[src/rtl/core_pkg.sv]
// Shared types and helpers for the multi-hart core scheduler.
// The optional blocked-hart watchdog is enabled with HART_SCHED_WDOG_EN.
package core_pkg;

    typedef enum logic [1:0] {
        HART_OFF     = 2'd0,
        HART_READY   = 2'd1,
        HART_BLOCKED = 2'd2,
        HART_DRAIN   = 2'd3
    } hart_state_e;

    localparam int unsigned ONEHOT_W = 32;

    function automatic logic is_onehot(input logic [ONEHOT_W-1:0] v);
        return (v != '0) && ((v & (v - 32'd1)) == '0);
    endfunction

    // BLOCKED and DRAIN both have an access outstanding.
    function automatic logic is_susp(input hart_state_e s);
        return (s == HART_BLOCKED) || (s == HART_DRAIN);
    endfunction

endpackage

[src/rtl/rr_picker.sv]
// Rotating-priority one-hot selector: first requester at or after ptr,
// wrapping from N-1 to 0.
module rr_picker #(
    parameter int unsigned N = 4,
    localparam int unsigned PW = $clog2(N)
) (
    input  logic [N-1:0]  req,
    input  logic [PW-1:0] ptr,
    output logic [N-1:0]  gnt,
    output logic [PW-1:0] gnt_idx,
    output logic          any
);

    int unsigned   w_idx;
    logic [PW-1:0] w_sel;

    always_comb begin
        gnt     = '0;
        gnt_idx = '0;
        any     = 1'b0;
        w_idx   = 0;
        w_sel   = '0;
        for (int unsigned k = 0; k < N; k++) begin
            w_idx = 32'(ptr) + k;
            if (w_idx >= N) w_idx = w_idx - N;
            w_sel = PW'(w_idx);
            if (!any && req[w_sel]) begin
                any        = 1'b1;
                gnt[w_sel] = 1'b1;
                gnt_idx    = w_sel;
            end
        end
    end

endmodule

[src/rtl/hart_scheduler.sv]
// Per-cycle round-robin issue scheduler tracking the run state of each hart.
// Optional per-hart blocked watchdog: define HART_SCHED_WDOG_EN.
module hart_scheduler
    import core_pkg::*;
#(
    parameter int unsigned NUM_HART   = 4,
    parameter int unsigned WDOG_WIDTH = 10
) (
    input  logic                clk,
    input  logic                rst,
    input  logic [NUM_HART-1:0] hart_en,
    input  logic                issue_ready,
    output logic                issue_valid,
    output logic [NUM_HART-1:0] issue_hart_sel,
    input  logic                block_valid,
    input  logic [NUM_HART-1:0] block_hart_sel,
    input  logic                wake_valid,
    input  logic [NUM_HART-1:0] wake_hart_sel,
    output logic [NUM_HART-1:0] hart_ready,
    output logic [NUM_HART-1:0] hart_blocked,
    output logic                err
`ifdef HART_SCHED_WDOG_EN
    ,
    output logic [NUM_HART-1:0] wdog_timeout
`endif
);

    localparam int unsigned PW = $clog2(NUM_HART);

    if (NUM_HART < 2 || WDOG_WIDTH < 1) begin : g_param_chk
        $error("hart_scheduler: illegal parameters");
    end

    hart_state_e         r_state     [NUM_HART];
    hart_state_e         w_state_nxt [NUM_HART];
    hart_state_e         w_after_wake;
    logic [PW-1:0]       r_rr_ptr;
    logic                r_err;
    logic                w_err_set;
    logic                w_wake_ok;
    logic                w_blk_ok;
    logic                w_blk_oh;
    logic                w_wake_oh;
    logic [NUM_HART-1:0] w_blk_hit;
    logic [NUM_HART-1:0] w_wake_hit;
    logic [PW-1:0]       w_gnt_idx;

    assign w_blk_oh   = is_onehot(32'(block_hart_sel));
    assign w_wake_oh  = is_onehot(32'(wake_hart_sel));
    assign w_blk_hit  = (block_valid && w_blk_oh) ? block_hart_sel : '0;
    assign w_wake_hit = (wake_valid && w_wake_oh) ? wake_hart_sel : '0;

    // Wake is resolved first, then block is judged against the post-wake
    // state; enable only acts when neither event applied.
    always_comb begin
        w_err_set    = (block_valid && !w_blk_oh) || (wake_valid && !w_wake_oh);
        w_wake_ok    = 1'b0;
        w_blk_ok     = 1'b0;
        w_after_wake = HART_OFF;
        for (int unsigned i = 0; i < NUM_HART; i++) begin
            w_state_nxt[i] = r_state[i];
            w_after_wake   = r_state[i];
            w_wake_ok      = 1'b0;
            w_blk_ok       = 1'b0;
            if (w_wake_hit[i]) begin
                case (r_state[i])
                    HART_BLOCKED: begin w_after_wake = HART_READY; w_wake_ok = 1'b1; end
                    HART_DRAIN:   begin w_after_wake = HART_OFF;   w_wake_ok = 1'b1; end
                    default:      w_err_set = 1'b1;
                endcase
            end
            if (w_blk_hit[i]) begin
                if (w_after_wake == HART_READY) w_blk_ok = 1'b1;
                else                            w_err_set = 1'b1;
            end
            if (w_blk_ok) begin
                w_state_nxt[i] = HART_BLOCKED;
            end else if (w_wake_ok) begin
                w_state_nxt[i] = w_after_wake;
            end else begin
                case (r_state[i])
                    HART_OFF:     if (hart_en[i])  w_state_nxt[i] = HART_READY;
                    HART_READY:   if (!hart_en[i]) w_state_nxt[i] = HART_OFF;
                    HART_BLOCKED: if (!hart_en[i]) w_state_nxt[i] = HART_DRAIN;
                    HART_DRAIN:   if (hart_en[i])  w_state_nxt[i] = HART_BLOCKED;
                    default:      w_state_nxt[i] = HART_OFF;
                endcase
            end
        end
    end

    always_ff @(posedge clk or negedge rst) begin
        if (!rst) begin
            for (int unsigned i = 0; i < NUM_HART; i++) r_state[i] <= HART_OFF;
            r_rr_ptr <= '0;
            r_err    <= 1'b0;
        end else begin
            for (int unsigned i = 0; i < NUM_HART; i++) r_state[i] <= w_state_nxt[i];
            r_err <= r_err | w_err_set;
            if (issue_valid && issue_ready) begin
                r_rr_ptr <= (w_gnt_idx == PW'(NUM_HART - 1)) ? '0 : w_gnt_idx + PW'(1);
            end
        end
    end

    always_comb begin
        for (int unsigned i = 0; i < NUM_HART; i++) begin
            hart_ready[i]   = (r_state[i] == HART_READY);
            hart_blocked[i] = is_susp(r_state[i]);
        end
    end

    assign err = r_err;

    rr_picker #(.N(NUM_HART)) u_picker (
        .req     (hart_ready),
        .ptr     (r_rr_ptr),
        .gnt     (issue_hart_sel),
        .gnt_idx (w_gnt_idx),
        .any     (issue_valid)
    );

`ifdef HART_SCHED_WDOG_EN
    logic [WDOG_WIDTH-1:0] r_wdog    [NUM_HART];
    logic [NUM_HART-1:0]   w_restart;

    // A fresh suspension (including block right after a wake) restarts the count.
    always_comb begin
        for (int unsigned i = 0; i < NUM_HART; i++) begin
            w_restart[i]    = is_susp(w_state_nxt[i]) && (!is_susp(r_state[i]) || w_wake_hit[i]);
            wdog_timeout[i] = (r_wdog[i] == '1) && is_susp(r_state[i]);
        end
    end

    always_ff @(posedge clk or negedge rst) begin
        if (!rst) begin
            for (int unsigned i = 0; i < NUM_HART; i++) r_wdog[i] <= '0;
        end else begin
            for (int unsigned i = 0; i < NUM_HART; i++) begin
                if (w_restart[i]) begin
                    r_wdog[i] <= '0;
                end else if (is_susp(r_state[i]) && is_susp(w_state_nxt[i]) && (r_wdog[i] != '1)) begin
                    r_wdog[i] <= r_wdog[i] + WDOG_WIDTH'(1);
                end
            end
        end
    end
`endif

endmodule

[config.mk]
export PLATFORM = sky130hd
export DESIGN_NAME = hart_scheduler
export DESIGN_NICKNAME = d
export VERILOG_FILES = /design/src/rtl/core_pkg.sv /design/src/rtl/rr_picker.sv /design/src/rtl/hart_scheduler.sv
export SDC_FILE = /design/constraint.sdc
export NUM_CORES = 1
export LEC_CHECK = 0
export CAP_MARGIN = 10
export CORE_MARGIN = 2
export CORE_UTILIZATION = 50
export CTS_CLUSTER_DIAMETER = 150
export DETAILED_ROUTE_END_ITERATION = 16
export PLACE_DENSITY = 0.74
export SYNTH_ARGS = -nofsm -noshare
export SYNTH_HDL_FRONTEND = slang
export SYNTH_SLANG_ARGS = --single-unit
export TNS_END_PERCENT = 30
[constraint.sdc]
create_clock -name clk -period 4 [get_ports clk]
set_input_delay 0.6 -clock clk [delete_from_list [all_inputs] [get_ports clk]]
set_output_delay 0.6 -clock clk [all_outputs]
set_load 0.005 [all_outputs]
# [Word-level counts from Yosys, hierarchy flattened]
# Index checks and enable logic that the tools add are counted.
[classes] n_addsub=10 n_lt_le_gt_ge=12 n_eq_ne=33 n_mux=103 bitwise_logic=6 n_reduce_logical=40
[ops] cell="2-to-1 mux 2 bit" n=37
[ops] cell="AND 4 x 32 -> 32 bit" n=2
[ops] cell="logical NOT 32 bit" n=2
[ops] cell="2-to-1 mux 1 bit" n=44
[ops] cell="!= test 4 bit (second input constant)" n=10
[ops] cell="case mux 2 bit (4 select lines)" n=4
[ops] cell="2-to-1 mux 4 bit" n=6
[ops] cell="!= test 4 x 2 -> 1 bit (second input constant)" n=6
[ops] cell="== test 2 bit (second input constant)" n=9
[ops] cell="== test 2 x 1 -> 1 bit (second input constant)" n=8
[ops] cell="case mux 2 bit (2 select lines)" n=4
[ops] cell="AND reduction 4 bit" n=4
[ops] cell="logical AND 1 bit" n=14
[ops] cell="less-than comparator 2 x 3 -> 1 bit (second input constant)" n=4
[ops] cell="OR 4 bit" n=3
[ops] cell="subtractor 4 x 1 -> 5 bit (second input constant)" n=2
[ops] cell="greater-or-equal comparator 3 bit (second input constant)" n=3
[ops] cell="binary-select mux 1 bit (select 2 bit)" n=4
[ops] cell="demux 1 bit (select 2 bit)" n=4
[ops] cell="greater-or-equal comparator 2 x 1 -> 1 bit (second input constant)" n=4
[ops] cell="logical NOT 2 bit" n=4
[ops] cell="nonzero test 4 bit" n=2
[ops] cell="OR reduction 2 bit" n=4
[ops] cell="subtractor 2 x 1 -> 2 bit (second input constant)" n=4
[ops] cell="other kinds (7)" n=16
[word_totals] ff_bits=11 in_bits=17 output_inout_bits=14

# [Longest topological paths before layout]
# Gate-level depths: netlist of run 1.
[logic_depth] depth_word=24 depth_mapped=11 ltp_nobuf=9

# [Cells and area by module]
# From an unflattened synthesis of run 1, not the netlist that was laid out.
[hier_totals] cells_unflattened=209 hier_area_um2=1805.5
[by_module_without_submodules] mod="hart_scheduler" n_inst=1 cells_each=164 area_each_um2=1383.8 seq_area_each_um2=275.3
[by_module_without_submodules] mod="rr_picker" n_inst=1 cells_each=45 area_each_um2=421.7 seq_area_each_um2=0.0

# [Least setup slack after synthesis of run 1]
# OpenSTA, ideal clock, no wires.
[synth_timing] path_kind="reg2out" from="register (tool-made name)" to="output port issue_hart_sel[0]" arrival_time_ns=2.488 required_time_ns=3.400 path_slack_ns=0.912 stages_incl_launch_ff=10 path_cell_list="dfrtp_1 > buf_6 > clkbuf_1 > inv_1 > ha_1 > clkbuf_1 > mux4_2 > nor3_1 > a22oi_1 > o21ai_0"
[synth_rtl] item="end: declaration" line="hart_scheduler.sv:14" text="output logic [NUM_HART-1:0] issue_hart_sel,"

# [Final worst setup path of run 1]
[layout_timing] from="register r_state[5] in the netlist's numbering" to="output port issue_hart_sel[3]"
[layout_between] elab_chain_cells=13 word_cells_on_any_way=25
[layout_lines] item="start: declaration" line="hart_scheduler.sv:34" text="hart_state_e r_state [NUM_HART];"
[layout_lines] item="== test 2 x 1 -> 1 bit *" line="hart_scheduler.sv:108" text="hart_ready[i] = (r_state[i] == HART_READY);"
[layout_lines] item="binary-select mux 1 bit (select 2 bit)" line="rr_picker.sv:27" text="if (!any && req[w_sel]) begin"
[layout_lines] item="2-to-1 mux 1 bit (implied by the code)" line="rr_picker.sv:27"
[layout_lines] item="2-to-1 mux 1 bit" line="rr_picker.sv:27"
[layout_lines] item="logical NOT 1 bit" line="rr_picker.sv:27"
[layout_lines] item="logical AND 1 bit" line="rr_picker.sv:27"
[layout_lines] item="2-to-1 mux 1 bit" line="rr_picker.sv:27"
[layout_lines] item="logical NOT 1 bit" line="rr_picker.sv:27"
[layout_lines] item="logical AND 1 bit" line="rr_picker.sv:27"
[layout_lines] item="2-to-1 mux 1 bit" line="rr_picker.sv:27"
[layout_lines] item="logical NOT 1 bit" line="rr_picker.sv:27"
[layout_lines] item="logical AND 1 bit" line="rr_picker.sv:27"
[layout_lines] item="2-to-1 mux 4 bit *" line="rr_picker.sv:27"
# Mark *: on every way between the ends. The rest lies on a longest branch, timed or not. The select of a mux whose other input is x is not followed.

==> impl_metrics.tcl, run 1 <==
set metrics [dict create \
    outcome "finished clean" \
    drt_pre_antenna_iters 4 \
    finalSetupViolCount 0 \
    n_antenna_cell 0 \
    worstPathMaxFanout 11 \
    clock_path_buffers 2 \
    routed_wl_mm 3.981 \
    arrival_ns 3.09 \
    clk_latency_ns 0.29 \
    design.die.area_sq_um 3980 \
    tritoncts "yes" \
    remaining_drc_errors 0 \
    rrSetupSlack_ns 1.20 \
    grt_max_degree 16 \
    tritoncts.num_buffers 3 \
    drt_iter0_drc 97 \
    grt_most_used_layer "met2" \
    async_reset_ff_share_pct 100.0 \
    setup_slack_ns 0.3118 \
    die_w_um 63.09 \
    timing_worst_setup_path_type "reg -> out" \
    cts_hold_repair.buffers 0 \
    first_pass_grt_wire_length_mm 7.155 \
    grt_antenna_before_repair 0 \
    cts.sinks 11 \
    io_pins 31 \
    mappedNetlistNets 263 \
    post-route-min-period_ns 3.688 \
    yosys_warnings 0 \
    postSynthAreaPerCell_sq_um 7.934 \
    hold_class "reg -> reg" \
    grt_setup_unrepaired "no" \
    crit_path_capture_type "primary output" \
    num-nets-final 292 \
    vias_per_cell 5.803 \
    regToRegEndpoint "r_rr_ptr[1]" \
    maxCapViolations 0 \
    synth_ff_type "sky130_fd_sc_hd__dfrtp_1" \
    min_to "err" \
    synth.lib_cells_used.distinct 51 \
    synth_edf_count 0 \
    synthToLayoutAreaGrowth_pct 20.57 \
    yosys-top-cells-area "sky130_fd_sc_hd__ha_1 (19%), sky130_fd_sc_hd__dfrtp_1 (16%), sky130_fd_sc_hd__mux4_2 (5.2%)" \
    post_cts.resized_instances 0 \
    gp_routability_congestion 0.8623 \
    placementRows 21 \
    clock_tree.htree_level_count 1 \
    die_h_um 63.09 \
    worst_r2r_startpoint "r_state[5]" \
    slew_headroom_pct 60.72 \
    max_freq_mhz 271.1 \
    post_cts_buffers 0 \
    tns_ns 0 \
    final_area_sq_um 2105 \
    detail_route.wl_per_cell_um 13.54 \
    core_region_area_sq_um 3337 \
    power.static_leakage_uw 0.0008928 \
    grt_overflow_total 0 \
    clock_tree_root_buffer_cell "sky130_fd_sc_hd__clkbuf_4" \
    number_of_nets_with_antenna_violations_after_detailed_routing 0 \
    crit_path_start_kind "flip-flop" \
    synthTopCellsByCount "sky130_fd_sc_hd__ha_1 (26), sky130_fd_sc_hd__nand2_1 (20), sky130_fd_sc_hd__nor2_1 (20), sky130_fd_sc_hd__inv_1 (17), sky130_fd_sc_hd__o21ai_0 (14)" \
    dr_total_vias 1706 \
    grt.met3_usage_pct 2.679 \
    drv_slew 0 \
    placement.setup.worst_slack_ns 0.6340 \
    fin_crit_sh_pct 92.20 \
    finalClockSkew_ns 0.006056 \
    synth_seq_area_share_pct 15.77 \
    ys_ff_latch 11 \
    hold_path.startpoint "err" \
    hold_violations 0 \
    ff2ff_path_depth 8 \
    synth_top_area_cell "sky130_fd_sc_hd__ha_1" \
    groute.layer.met1.usage_pct 30.94 \
    placement.cell_area_sq_um 2077 \
    gr-usage-met2_pct 34.44 \
    post_synth_inst_count 220 \
    register_clock_pin_slew_on_the_reported_worst_setup_and_hold_paths_ns 0.09 \
    yosys.cell_count.top_type "sky130_fd_sc_hd__ha_1" \
    vdd.ir_drop.worst_v 0.0003651 \
    initial_utilization_pct 52.31 \
    worst_slew_pin_slew_ns 0.5874 \
    synth.cell_area_sq_um 1745 \
    power.density_cell_area_nw_per_um2 810.7 \
    hpwlAfterDp_mm 3.140 \
    worstHoldPathCells 2 \
    proportion_of_netlist_area_held_by_the_largest_area_contributor_pct 18.64 \
    grt_pass1_vias 1571 \
    drive_above_1_share_pct 5.242 \
    global_route.usage.total_pct 21.81 \
    cp.required_ns 3.40 \
    number_of_buffers_inserted_by_port_buffering 30 \
]
[sequential cells by signal (all words and copies together) (netlist names), named ones only]
register  flops
err           1
r_rr_ptr      1
r_state       8
[layout by cell type (no fill, tap or decap), types with 2 or more instances in the layout]
cell type and count:
sky130_fd_sc_hd__a21boi_0 2, sky130_fd_sc_hd__mux4_2 4, sky130_fd_sc_hd__clkdlybuf4s50_1 30, sky130_fd_sc_hd__o211ai_1 2, sky130_fd_sc_hd__and2_1 2, sky130_fd_sc_hd__nand4_1 3, sky130_fd_sc_hd__a211o_1 4, sky130_fd_sc_hd__nand2_1 20
sky130_fd_sc_hd__clkbuf_4 3, sky130_fd_sc_hd__a31o_1 2, sky130_fd_sc_hd__nand3_1 4, sky130_fd_sc_hd__buf_4 2, sky130_fd_sc_hd__nor2_1 20, sky130_fd_sc_hd__o221ai_1 2, sky130_fd_sc_hd__mux2i_1 5, sky130_fd_sc_hd__nand4b_1 3
sky130_fd_sc_hd__o21bai_1 2, sky130_fd_sc_hd__dfrtp_1 11, sky130_fd_sc_hd__a211oi_1 4, sky130_fd_sc_hd__nor2b_1 5, sky130_fd_sc_hd__nand3b_1 2, sky130_fd_sc_hd__inv_1 17, sky130_fd_sc_hd__a21oi_1 7, sky130_fd_sc_hd__a2111oi_0 2
sky130_fd_sc_hd__nor3_1 8, sky130_fd_sc_hd__a21boi_1 2, sky130_fd_sc_hd__o21ai_0 14, sky130_fd_sc_hd__or3_1 2, sky130_fd_sc_hd__a21o_1 3, sky130_fd_sc_hd__a22oi_1 8, sky130_fd_sc_hd__o22ai_1 3, sky130_fd_sc_hd__nor3b_1 3
sky130_fd_sc_hd__ha_1 26, sky130_fd_sc_hd__nand2b_1 4
[area by class of cell]
class | instances | area (sq um)
Multi-Input combinational cell | 184 | 1365
Clock buffer | 3 | 22.52
Tap cell | 46 | 57.56
Fill cell | 297 | 1232
Clock inverter | 1 | 5.005
Inverter | 17 | 63.81
Sequential cell | 11 | 275.3
Timing Repair Buffer | 32 | 315.3
[kinds of logic after synthesis]
logic type,Yosys count,share of synthesized area [%]
xor+xnor,2,1.004
compound gates,65,25.81
fa+ha+maj,26,18.64
mux,9,8.029
flops,11,15.77
simple gates,82,24.73
buf+inv,25,6.021
[worst max-delay path by stage]
| stage | cells past startpoint | start | slack, ns | end |
|---|---|---|---|---|
| finish | 8 | r_state[5] | 0.31 | issue_hart_sel[3] |
| global route | 8 | r_state[5] | 0.00007 | issue_hart_sel[2] |
| CTS | 8 | r_state[5] | 0.32 | issue_hart_sel[3] |
| detailed placement | 8 | r_state[5] | 0.63 | issue_hart_sel[3] |
| global placement | 8 | r_state[5] | 0.76 | issue_hart_sel[0] |
| floorplan | 9 | flip-flop | 0.91 | issue_hart_sel[0] |
[critical path: stages (launching register included)]
cell,delay [ns]
sky130_fd_sc_hd__dfrtp_1,0.47
sky130_fd_sc_hd__inv_1,0.12
sky130_fd_sc_hd__ha_1,0.32
sky130_fd_sc_hd__mux4_2,0.54
sky130_fd_sc_hd__nand2b_1,0.18
sky130_fd_sc_hd__nor3_1,0.42
sky130_fd_sc_hd__a22oi_1,0.12
sky130_fd_sc_hd__o21ai_0,0.12
sky130_fd_sc_hd__clkdlybuf4s50_1,0.53
[through the flow]
step | hold WS [ns] | cells | util, % | total power, uW
global route | 0.5623 | 294 | 63.07 | 1879
finish | 0.5476 | 294 | 63.07 | 1706
detailed placement | 0.5062 | 290 | 62.24 | 1614
floorplan | 0.3044 | 220 | - | 1211
CTS | 0.5434 | 294 | 63.07 | 1705
global placement | 0.5175 | 290 | 62.24 | 1607
[per-layer routing]
metal,routed length [um],vias to the layer above
li1,-,872
met1,1951,789
met2,1794,40
met3,184,5
met4,50,0
met5,0,-
[power by group]
| part | internal [uW] | switching, uW | total (uW) |
|---|---|---|---|
| logic | 701 | 704 | 1410 |
| clock network | 37.2 | 49.4 | 86.6 |
| registers | 159 | 55.4 | 214 |
No activity file was read; power rests on OpenSTA's default activity.
==> inputs of run 2 (changes only) <==
Settings changed: REMOVE_ABC_BUFFERS set to 1.
==> run 2 against run 1 <==
  * Routed wire length grew 5.2%
  * Maximum frequency up 0.35%
  * Highest routed layer unchanged
  * Hold slack got worse by 0.0078 ns
  * Final cell count unchanged
  * Utilization about the same
  * Sequential power hardly changed
==> impl_metrics.tcl, run 2 (same netlist as run 1, synthesis figures left out) <==
set metrics [dict create \
    hold_path.startpoint "err" \
    post_cts_buffers 0 \
    grt_setup_unrepaired "no" \
    hold_violations 0 \
    register_clock_pin_slew_on_the_reported_worst_setup_and_hold_paths_ns 0.09 \
    grt_antenna_before_repair 0 \
    gp_routability_congestion 0.8543 \
    worstPathMaxFanout 11 \
    crit_path_start_kind "flip-flop" \
    timing_worst_setup_path_type "reg -> out" \
    clk_latency_ns 0.29 \
    layout.cells.most_common "sky130_fd_sc_hd__clkdlybuf4s50_1" \
    design.die.area_sq_um 3980 \
    hpwlAfterDp_mm 3.261 \
    drt_pre_antenna_iters 4 \
    filler_cell_count 326 \
    design_power_total_uw 1711 \
    finalHoldWorstSlack_ns 0.5398 \
    clock_path_buffers 2 \
    die_h_um 63.09 \
    layout.cells.most_common_list "sky130_fd_sc_hd__clkdlybuf4s50_1 (30), sky130_fd_sc_hd__ha_1 (26), sky130_fd_sc_hd__nor2_1 (20), sky130_fd_sc_hd__nand2_1 (20), sky130_fd_sc_hd__inv_1 (17)" \
    tns_ns 0 \
    number_of_nets_with_antenna_violations_after_detailed_routing 0 \
    core_region_area_sq_um 3337 \
    cts.sinks 11 \
    die_w_um 63.09 \
    grt_pass1_vias 1528 \
    drv_slew 0 \
    max_freq_mhz 272.1 \
    worst_r2r_startpoint "r_state[5]" \
    placementRows 21 \
    grt_max_degree 16 \
    clock_tree.htree_level_count 1 \
    global_route.usage.total_pct 22.32 \
    crit_path_capture_type "primary output" \
    cts_hold_repair.buffers 0 \
    fin_crit_sh_pct 91.88 \
    power.density_cell_area_nw_per_um2 813.5 \
    finalClockSkew_ns 0.008751 \
    remaining_drc_errors 0 \
    synthToLayoutAreaGrowth_pct 20.50 \
    post_cts.resized_instances 0 \
    num-nets-final 292 \
    initial_utilization_pct 52.31 \
    setup_slack_ns 0.3247 \
    worst_slew_pin_slew_ns 0.6263 \
    drive_above_1_share_pct 4.839 \
    vdd.ir_drop.worst_v 0.0003379 \
    tritoncts "yes" \
    dr_total_vias 1716 \
    largest_register "r_state" \
    arrival_ns 3.08 \
    power.static_leakage_uw 0.0008901 \
    rrSetupSlack_ns 1.20 \
    n_antenna_cell 0 \
    number_of_buffers_inserted_by_port_buffering 30 \
    post-route-min-period_ns 3.675 \
    first_pass_grt_wire_length_mm 7.196 \
    hold_class "reg -> reg" \
    clock_tree_root_buffer_cell "sky130_fd_sc_hd__clkbuf_4" \
    slew_headroom_pct 58.11 \
    maxCapViolations 0 \
    routed_wl_mm 4.187 \
    grt_overflow_total 0 \
    drt_iter0_drc 138 \
    io_pins 31 \
    crit_path_start "r_state[5]" \
    largest_reg_flops 8 \
    placement.setup.worst_slack_ns 0.6434 \
    tritoncts.num_buffers 3 \
    cp.required_ns 3.40 \
    detail_route.wl_per_cell_um 14.24 \
    vias_per_cell 5.837 \
    finalSetupViolCount 0 \
    outcome "finished clean" \
]
## run 2: area by class of cell
| type | instances | area, sq um | share of cell area, % |
|---|---|---|---|
| repair buffers | 32 | 315.3 | 14.99 |
| inverters | 17 | 63.81 | 3.034 |
| multi-input cells | 184 | 1365 | 64.90 |
| well taps | 46 | 57.56 | 2.736 |
| flip-flops and latches | 11 | 275.3 | 13.09 |
| clock buffers | 4 | 26.28 | 1.249 |
## run 2: through the flow
stage	area (sq um)	utilization [%]	instances
floorplan	1704	-	212
global placement	2077	62.24	290
detailed placement	2077	62.24	290
CTS	2103	63.03	294
global route	2103	63.03	294
finish	2103	63.03	294
## run 2: metal layers
layer	vias to the layer above	wire length, um	global-route usage [%]
met2	47	2006	38.30
met4	0	26	5.000
met1	798	1927	29.44
met5	-	0	0
met3	4	226	3.571
li1	867	-	-
## run 2: worst max-delay path: stages (launching register included)
cell	delay (ns)
sky130_fd_sc_hd__dfrtp_1	0.49
sky130_fd_sc_hd__inv_1	0.12
sky130_fd_sc_hd__ha_1	0.31
sky130_fd_sc_hd__mux4_2	0.53
sky130_fd_sc_hd__nand2b_1	0.18
sky130_fd_sc_hd__nor3_1	0.42
sky130_fd_sc_hd__a22oi_1	0.12
sky130_fd_sc_hd__o21ai_0	0.11
sky130_fd_sc_hd__clkdlybuf4s50_1	0.52
## run 2: final timing paths
check	end	depth (start not counted)
setup / recovery	issue_hart_sel[1]	8
hold / removal	err	2
setup reg to reg	r_rr_ptr[1]	8
hold reg to reg	err	2
max in group asynchronous	r_state[2]	1
min in group asynchronous	asynchronous set/reset pin	1
## run 2: power breakdown
group,internal [uW],switching [uW]
Clock,38.8,47.0
Sequential,159,55.0
Combinational,701,710
